$ cat src/rtl/serial_pattern_scanner_if.sv
// Handshake and status bundle for serial_pattern_scanner.
//   master : word producer / configuration side (drives cfg_*, in_valid, in_data)
//   slave  : the scanner (drives in_ready, busy, hit, match_count, done)
// Signals:
//   cfg_we, cfg_pattern[PAT_W], cfg_overlap  - configuration write (IDLE only)
//   in_valid, in_ready, in_data[WORD_W]      - word handshake, data scanned MSB first
//   busy, hit, match_count[CNT_W], done      - scan status and match events
interface serial_pattern_scanner_if #(
    parameter int WORD_W = 16,
    parameter int PAT_W  = 4,
    parameter int CNT_W  = 5
);
    logic              cfg_we;
    logic [PAT_W-1:0]  cfg_pattern;
    logic              cfg_overlap;
    logic              in_valid;
    logic              in_ready;
    logic [WORD_W-1:0] in_data;
    logic              busy;
    logic              hit;
    logic [CNT_W-1:0]  match_count;
    logic              done;

    modport master (
        output cfg_we, cfg_pattern, cfg_overlap, in_valid, in_data,
        input  in_ready, busy, hit, match_count, done
    );

    modport slave (
        input  cfg_we, cfg_pattern, cfg_overlap, in_valid, in_data,
        output in_ready, busy, hit, match_count, done
    );
endinterface

$ cat src/rtl/serial_pattern_scanner.sv
// Serial pattern scanner: accepts a parallel word over valid/ready, then
// shifts it MSB first, one bit per clock, through a programmable PAT_W-bit
// pattern matcher with overlapping or non-overlapping detection.
// Ports:
//   clk - clock
//   rst - synchronous, active-high reset
//   bus - serial_pattern_scanner_if.slave (config, word handshake, status)
//         hit is a registered one-cycle pulse per match, match_count counts
//         matches in the current/last word, done pulses once per scanned word.
module serial_pattern_scanner #(
    parameter int WORD_W = 16,
    parameter int PAT_W  = 4,
    parameter int CNT_W  = 5
) (
    input  logic                    clk,
    input  logic                    rst,
    serial_pattern_scanner_if.slave bus
);
    localparam int IW = (WORD_W > 1) ? $clog2(WORD_W) : 1;
    localparam int HW = (PAT_W > 1) ? PAT_W - 1 : 1;
    localparam int FW = $clog2(PAT_W + 1);

    typedef enum logic [1:0] {S_IDLE, S_SHIFT, S_DONE} state_t;

    state_t            state_q, state_d;
    logic [WORD_W-1:0] data_q, data_d;
    logic [IW-1:0]     idx_q, idx_d;
    logic [HW-1:0]     hist_q, hist_d;
    logic [FW-1:0]     fill_q, fill_d;
    logic [CNT_W-1:0]  cnt_q, cnt_d;
    logic              hit_q, hit_d;
    logic [PAT_W-1:0]  pat_q, pat_d;
    logic              ovl_q, ovl_d;

    logic              rdy_c, busy_c, done_c;
    logic              bit_w;
    logic [PAT_W-1:0]  cand_w;
    logic [HW-1:0]     hist_shift_w;
    logic              match_w;

    function automatic logic [CNT_W-1:0] sat_inc(input logic [CNT_W-1:0] v);
        return (v == {CNT_W{1'b1}}) ? v : v + CNT_W'(1);
    endfunction

    function automatic logic [FW-1:0] fill_adv(input logic [FW-1:0] v);
        return (v >= FW'(PAT_W)) ? v : v + FW'(1);
    endfunction

    assign bit_w = data_q[idx_q];

    // Candidate window: the last PAT_W-1 bits seen plus the current bit.
    generate
        if (PAT_W > 1) begin : g_multi
            assign cand_w       = {hist_q[HW-1:0], bit_w};
            assign hist_shift_w = cand_w[HW-1:0];
        end else begin : g_single
            assign cand_w       = bit_w;
            assign hist_shift_w = '0;
        end
    endgenerate

    // Only a window made entirely of bits from this word (since the last
    // clear) may match.
    assign match_w = (fill_q >= FW'(PAT_W - 1)) && (cand_w == pat_q);

    always_comb begin
        state_d = state_q;
        data_d  = data_q;
        idx_d   = idx_q;
        hist_d  = hist_q;
        fill_d  = fill_q;
        cnt_d   = cnt_q;
        hit_d   = 1'b0;
        pat_d   = pat_q;
        ovl_d   = ovl_q;
        rdy_c   = 1'b0;
        busy_c  = 1'b0;
        done_c  = 1'b0;
        case (state_q)
            S_IDLE: begin
                rdy_c = 1'b1;
                // The config register loads at the same edge as the word, so
                // a simultaneous write applies to that word.
                if (bus.cfg_we) begin
                    pat_d = bus.cfg_pattern;
                    ovl_d = bus.cfg_overlap;
                end
                if (bus.in_valid) begin
                    data_d  = bus.in_data;
                    idx_d   = IW'(WORD_W - 1);
                    hist_d  = '0;
                    fill_d  = '0;
                    cnt_d   = '0;
                    state_d = S_SHIFT;
                end
            end
            S_SHIFT: begin
                busy_c = 1'b1;
                if (match_w) begin
                    hit_d = 1'b1;
                    cnt_d = sat_inc(cnt_q);
                    if (ovl_q) begin
                        hist_d = hist_shift_w;
                        fill_d = fill_adv(fill_q);
                    end else begin
                        // Non-overlapping: the next match needs PAT_W fresh bits.
                        hist_d = '0;
                        fill_d = '0;
                    end
                end else begin
                    hist_d = hist_shift_w;
                    fill_d = fill_adv(fill_q);
                end
                if (idx_q == '0) begin
                    state_d = S_DONE;
                end else begin
                    idx_d = idx_q - IW'(1);
                end
            end
            S_DONE: begin
                done_c  = 1'b1;
                state_d = S_IDLE;
            end
            default: begin
                state_d = S_IDLE;
            end
        endcase
    end

    always_ff @(posedge clk) begin
        if (rst) begin
            state_q <= S_IDLE;
            idx_q   <= '0;
            hist_q  <= '0;
            fill_q  <= '0;
            cnt_q   <= '0;
            hit_q   <= 1'b0;
            pat_q   <= '0;
            ovl_q   <= 1'b0;
        end else begin
            state_q <= state_d;
            idx_q   <= idx_d;
            hist_q  <= hist_d;
            fill_q  <= fill_d;
            cnt_q   <= cnt_d;
            hit_q   <= hit_d;
            pat_q   <= pat_d;
            ovl_q   <= ovl_d;
        end
    end

    // Word buffer carries no control meaning, so it needs no reset.
    always_ff @(posedge clk) begin
        data_q <= data_d;
    end

    assign bus.in_ready    = rdy_c;
    assign bus.busy        = busy_c;
    assign bus.done        = done_c;
    assign bus.hit         = hit_q;
    assign bus.match_count = cnt_q;
endmodule

$ cat src/flat_wrapper.sv
// flat-port wrapper written by rule: the top's interface ports become plain ports
module serial_pattern_scanner_flat 
#(
    parameter int WORD_W = 16,
    parameter int PAT_W  = 4,
    parameter int CNT_W  = 5
)
  (clk, rst, bus_cfg_we, bus_cfg_pattern, bus_cfg_overlap, bus_in_valid, bus_in_data, bus_in_ready, bus_busy, bus_hit, bus_match_count, bus_done);
  serial_pattern_scanner_if #(.WORD_W(WORD_W), .PAT_W(PAT_W), .CNT_W(CNT_W)) bus_i ();
  input  logic clk;
  input  logic rst;
  input wire logic [$bits(bus_i.cfg_we)-1:0] bus_cfg_we;
  input wire logic [$bits(bus_i.cfg_pattern)-1:0] bus_cfg_pattern;
  input wire logic [$bits(bus_i.cfg_overlap)-1:0] bus_cfg_overlap;
  input wire logic [$bits(bus_i.in_valid)-1:0] bus_in_valid;
  input wire logic [$bits(bus_i.in_data)-1:0] bus_in_data;
  output wire logic [$bits(bus_i.in_ready)-1:0] bus_in_ready;
  output wire logic [$bits(bus_i.busy)-1:0] bus_busy;
  output wire logic [$bits(bus_i.hit)-1:0] bus_hit;
  output wire logic [$bits(bus_i.match_count)-1:0] bus_match_count;
  output wire logic [$bits(bus_i.done)-1:0] bus_done;
  assign bus_i.cfg_we = bus_cfg_we;
  assign bus_i.cfg_pattern = bus_cfg_pattern;
  assign bus_i.cfg_overlap = bus_cfg_overlap;
  assign bus_i.in_valid = bus_in_valid;
  assign bus_i.in_data = bus_in_data;
  assign bus_in_ready = bus_i.in_ready;
  assign bus_busy = bus_i.busy;
  assign bus_hit = bus_i.hit;
  assign bus_match_count = bus_i.match_count;
  assign bus_done = bus_i.done;
  serial_pattern_scanner #(.WORD_W(WORD_W), .PAT_W(PAT_W), .CNT_W(CNT_W)) u_core (.clk(clk), .rst(rst), .bus(bus_i));
endmodule
$ cat config.mk
export PLATFORM = sky130hd
export DESIGN_NAME = serial_pattern_scanner_flat
export DESIGN_NICKNAME = d
export VERILOG_FILES = /design/src/rtl/serial_pattern_scanner_if.sv /design/src/rtl/serial_pattern_scanner.sv /design/src/flat_wrapper.sv
export SDC_FILE = /design/constraint.sdc
export NUM_CORES = 1
export LEC_CHECK = 0
export ABC_AREA = 1
export BUFFER_PORTS_ARGS = -buffer_cell sky130_fd_sc_hd__buf_2
export CAP_MARGIN = 20
export CORE_MARGIN = 2
export CORE_UTILIZATION = 52
export CTS_BUF_LIST = sky130_fd_sc_hd__clkbuf_4 sky130_fd_sc_hd__clkbuf_8
export CTS_CLUSTER_DIAMETER = 50
export DETAILED_ROUTE_END_ITERATION = 12
export PLACE_DENSITY = 0.75
export SKIP_CTS_REPAIR_TIMING = 1
export SLEW_MARGIN = 20
export SYNTH_ARGS = -nofsm -noshare
export SYNTH_HDL_FRONTEND = slang
export SYNTH_SLANG_ARGS = --single-unit
$ cat constraint.sdc
create_clock -name clk -period 2.4 [get_ports clk]
set_input_delay 0.72 -clock clk [delete_from_list [all_inputs] [get_ports clk]]
set_output_delay 0.72 -clock clk [all_outputs]
set_load 0.01 [all_outputs]
==> impl_metrics.py <==
metrics = {
    "grt": {
        "gr-max-usage-layer": "met2",
        "grt_pass1_vias": 1402,
        "grt-ovfl-total": 0,
        "grt.total_usage_pct": 18.3,
        "use_met1_pct": 23.1,
        "met3_usage_pct": 4.40,
        "grt_pass1_wl_um": 5700,
        "antenna_found_initial": 0,
        "grt_max_degree": 18,
        "use_met2_pct": 28.8,
    },
    "flow_run": {
        "maxCapViolCount": 0,
    },
    "floorplanning": {
        "die_area_mm2": 0.00410,
        "ioPinCount": 34,
        "coreArea_mm2": 0.00339,
        "fp.dieW_um": 64.0,
        "die_h_um": 64.0,
        "rows": 21,
        "initial_utilization_pct": 55.2,
    },
    "worst_setup_path": {
        "r2r_start": "u_core.idx_q[0]$_SDFFE_PP0P_",
        "crit_fanout": 6,
        "crit_path_start_kind": "flip-flop",
        "rr_worst_depth": 11,
        "path_class": "reg -> out",
        "cp-end-kind": "output port",
        "crit_required_ps": 1680,
        "reg2reg_setup_slack_ps": 600,
        "rr_endpoint": "u_core.fill_q[0]$_SDFFE_PP0P_",
        "arrival_ps": 1340,
    },
    "timing": {
        "rsz0062_at_grt": "no",
        "hold_viol_final": 0,
        "worst_slew_pin_slew_ps": 493,
        "fin_crit_sh_pct": 85.7,
        "fin_tns_setup_ps": 0,
        "fin_skew_ps": 13.3,
        "fin_crit_ps": 2060,
        "fmax_mhz": 486,
        "setup_viol": 0,
        "relSlewSlack_pct": 66.9,
        "drv_slew": 0,
        "hold_slack_ps": 485,
    },
    "routing": {
        "ant_nets": 0,
        "drc": 0,
        "wl_per_cell_um": 10.6,
        "drt_iter0_drc": 103,
        "vias_per_cell": 4.81,
        "num_vias": 1481,
        "first_pass_iters": 4,
        "routed_wl_um": 3260,
    },
    "min_path": {
        "whs_path_depth": 2,
        "worst_hold_path.endpoint": "u_core.ovl_q$_SDFFE_PP0P_",
        "min_from": "u_core.ovl_q$_SDFFE_PP0P_",
        "hold_path.class": "reg -> reg",
    },
    "cts": {
        "clk_pin_slew_ps": 110,
        "cts.htree.levels": 2,
        "clockBufferDepth": 2,
        "clk_latency_ps": 350,
        "clock-sinks": 39,
        "cts_tree": "built",
        "cts_root_buf": "clkbuf_4",
        "cts_made_buffers": 5,
    },
    "placement": {
        "port-buffer-count": 33,
        "dp.cells": 300,
        "gp_congestion": 0.852,
        "hpwl_um": 2440,
    },
    "yosys": {
        "yosys_register_bits": 39,
        "synth.avg_cell_area_um2": 8.36,
        "netlist-cell-type-count": 26,
        "syn-instance-count": 224,
        "ys_seq_area_share_pct": 50.3,
        "synth_area_mm2": 0.00187,
        "syn_nets": 253,
        "ys.warnings.count": 0,
    },
    "cells_and_area": {
        "fin_cells": 308,
        "fillCellCount": 321,
        "antennaDiodeCount": 0,
        "multi_input_area_um2": 732,
        "layout-drive-gt1-share_pct": 21.0,
        "nets": 290,
        "utilization_pct": 63.1,
        "syn2layout_area_growth_pct": 14.2,
        "seqCellArea_um2": 941,
    },
    "power": {
        "p_leak_nw": 0.999,
        "power.density_mw_per_mm2": 743,
        "ir_drop_v": 0.000497,
    },
    "status": {
        "status": "completed",
    },
}
-- state kept, by name, indices dropped and copies added, names as in the netlist --
register	cells
u_core.bus.hit	1
u_core.hist_q	3
u_core.state_q	2
u_core.pat_q	4
u_core.bus.match_count	5
u_core.idx_q	4
u_core.ovl_q	1
u_core.fill_q	3
u_core.data_q	16
-- worst max-delay path, cell delays in order (launching register included) --
cell and delay (ps):
dfxtp_1 390, inv_1 50, nor2_1 340, buf_2 220
-- stage by stage --
stage	cell area (um2)	power, mW	setup WS (ps)
final	2140	1.59	343
after global routing	2140	1.69	248
after CTS	2140	1.60	316
after detailed placement	2060	1.18	510
after global placement	2060	1.17	566
after floorplan	1870	1.10	83.8
-- layer usage --
layer | vias to the layer above | part of all wire (%)
li1 | 791 | -
met1 | 652 | 47
met2 | 34 | 46
met3 | 4 | 5.7
met4 | 0 | 0.95
met5 | - | 0
-- layout make-up --
class / count / share of cell area [%]
well taps: 46 / 2.69
clock inverters: 3 / 1.81
inverters: 39 / 7.08
clock buffers: 5 / 1.76
repair buffers: 35 / 8.43
flip-flops and latches: 39 / 44.0
multi-input cells: 141 / 34.2
-- cells by family after synthesis --
family,count (synthesis),synth area share [%]
fa+ha+maj,4,2.67
simple gates,106,26.7
xor+xnor,4,1.87
flops,39,50.3
buf+inv,44,10.6
compound gates,27,7.82
-- placed cells by master, fill, tap and decap left out, drive strengths merged --
cell | netlist | final
inv | 39 | 39
nand4 | 5 | 5
xor2 | 3 | 3
o21ai | 12 | 12
clkinv | 0 | 2
o31ai | 2 | 2
xnor2 | 1 | 1
a311oi | 1 | 1
nand3 | 19 | 19
nor3 | 1 | 1
buf | 4 | 35
bufinv | 0 | 1
dfxtp | 23 | 23
clkbuf | 1 | 5
nor2 | 32 | 32
edfxtp | 16 | 16
o211ai | 1 | 1
ha | 4 | 4
nand2 | 49 | 49
a21oi | 11 | 11
-- how the worst max path moves through the flow --
stage                                         from                                     end  slack, ps  cells after the start
floorplan                             bus_in_valid  u_core.bus.match_count[0]$_SDFFE_PP0P_         80                      7
global placement                      bus_in_valid            u_core.idx_q[3]$_SDFFE_PP0P_        570                      9
detailed placement                    bus_in_valid            u_core.idx_q[3]$_SDFFE_PP0P_        510                      9
CTS                 u_core.state_q[0]$_SDFFE_PP0P_                                bus_busy        320                      3
global route        u_core.state_q[0]$_SDFFE_PP0P_                                bus_busy        250                      3
finish              u_core.state_q[0]$_SDFFE_PP0P_                                bus_busy        340                      3
-- power breakdown --
part	internal [mW]	switching, mW	total (mW)
Combinational	0.133	0.221	0.353
Sequential	0.759	0.0526	0.812
Clock	0.214	0.210	0.424
Total	1.11	0.483	1.59
-- synth_stat cells --
library cell	instances	share of area [%]
nand2_1	43	8.6
inv_1	38	7.6
nor2_1	32	6.4
dfxtp_1	23	25
edfxtp_1	16	26
nand3_1	13	3.5
o21ai_0	12	3.2
a21oi_1	11	2.9
nand2_2	5	1.7
nand4_1	5	1.7
ha_1	4	2.7
nand3_2	4	2.1
xor2_1	3	1.4
nand3_4	2	1.9
o31ai_1	2	0.80
a311oi_1	1	0.47
buf_12	1	1.1
buf_2	1	0.27
buf_4	1	0.40
buf_6	1	0.60
clkbuf_1	1	0.20
inv_6	1	0.47
nand2_4	1	0.60
nor3_1	1	0.27
o211ai_1	1	0.40
xnor2_1	1	0.47
Power figures use the tool's default switching activity.
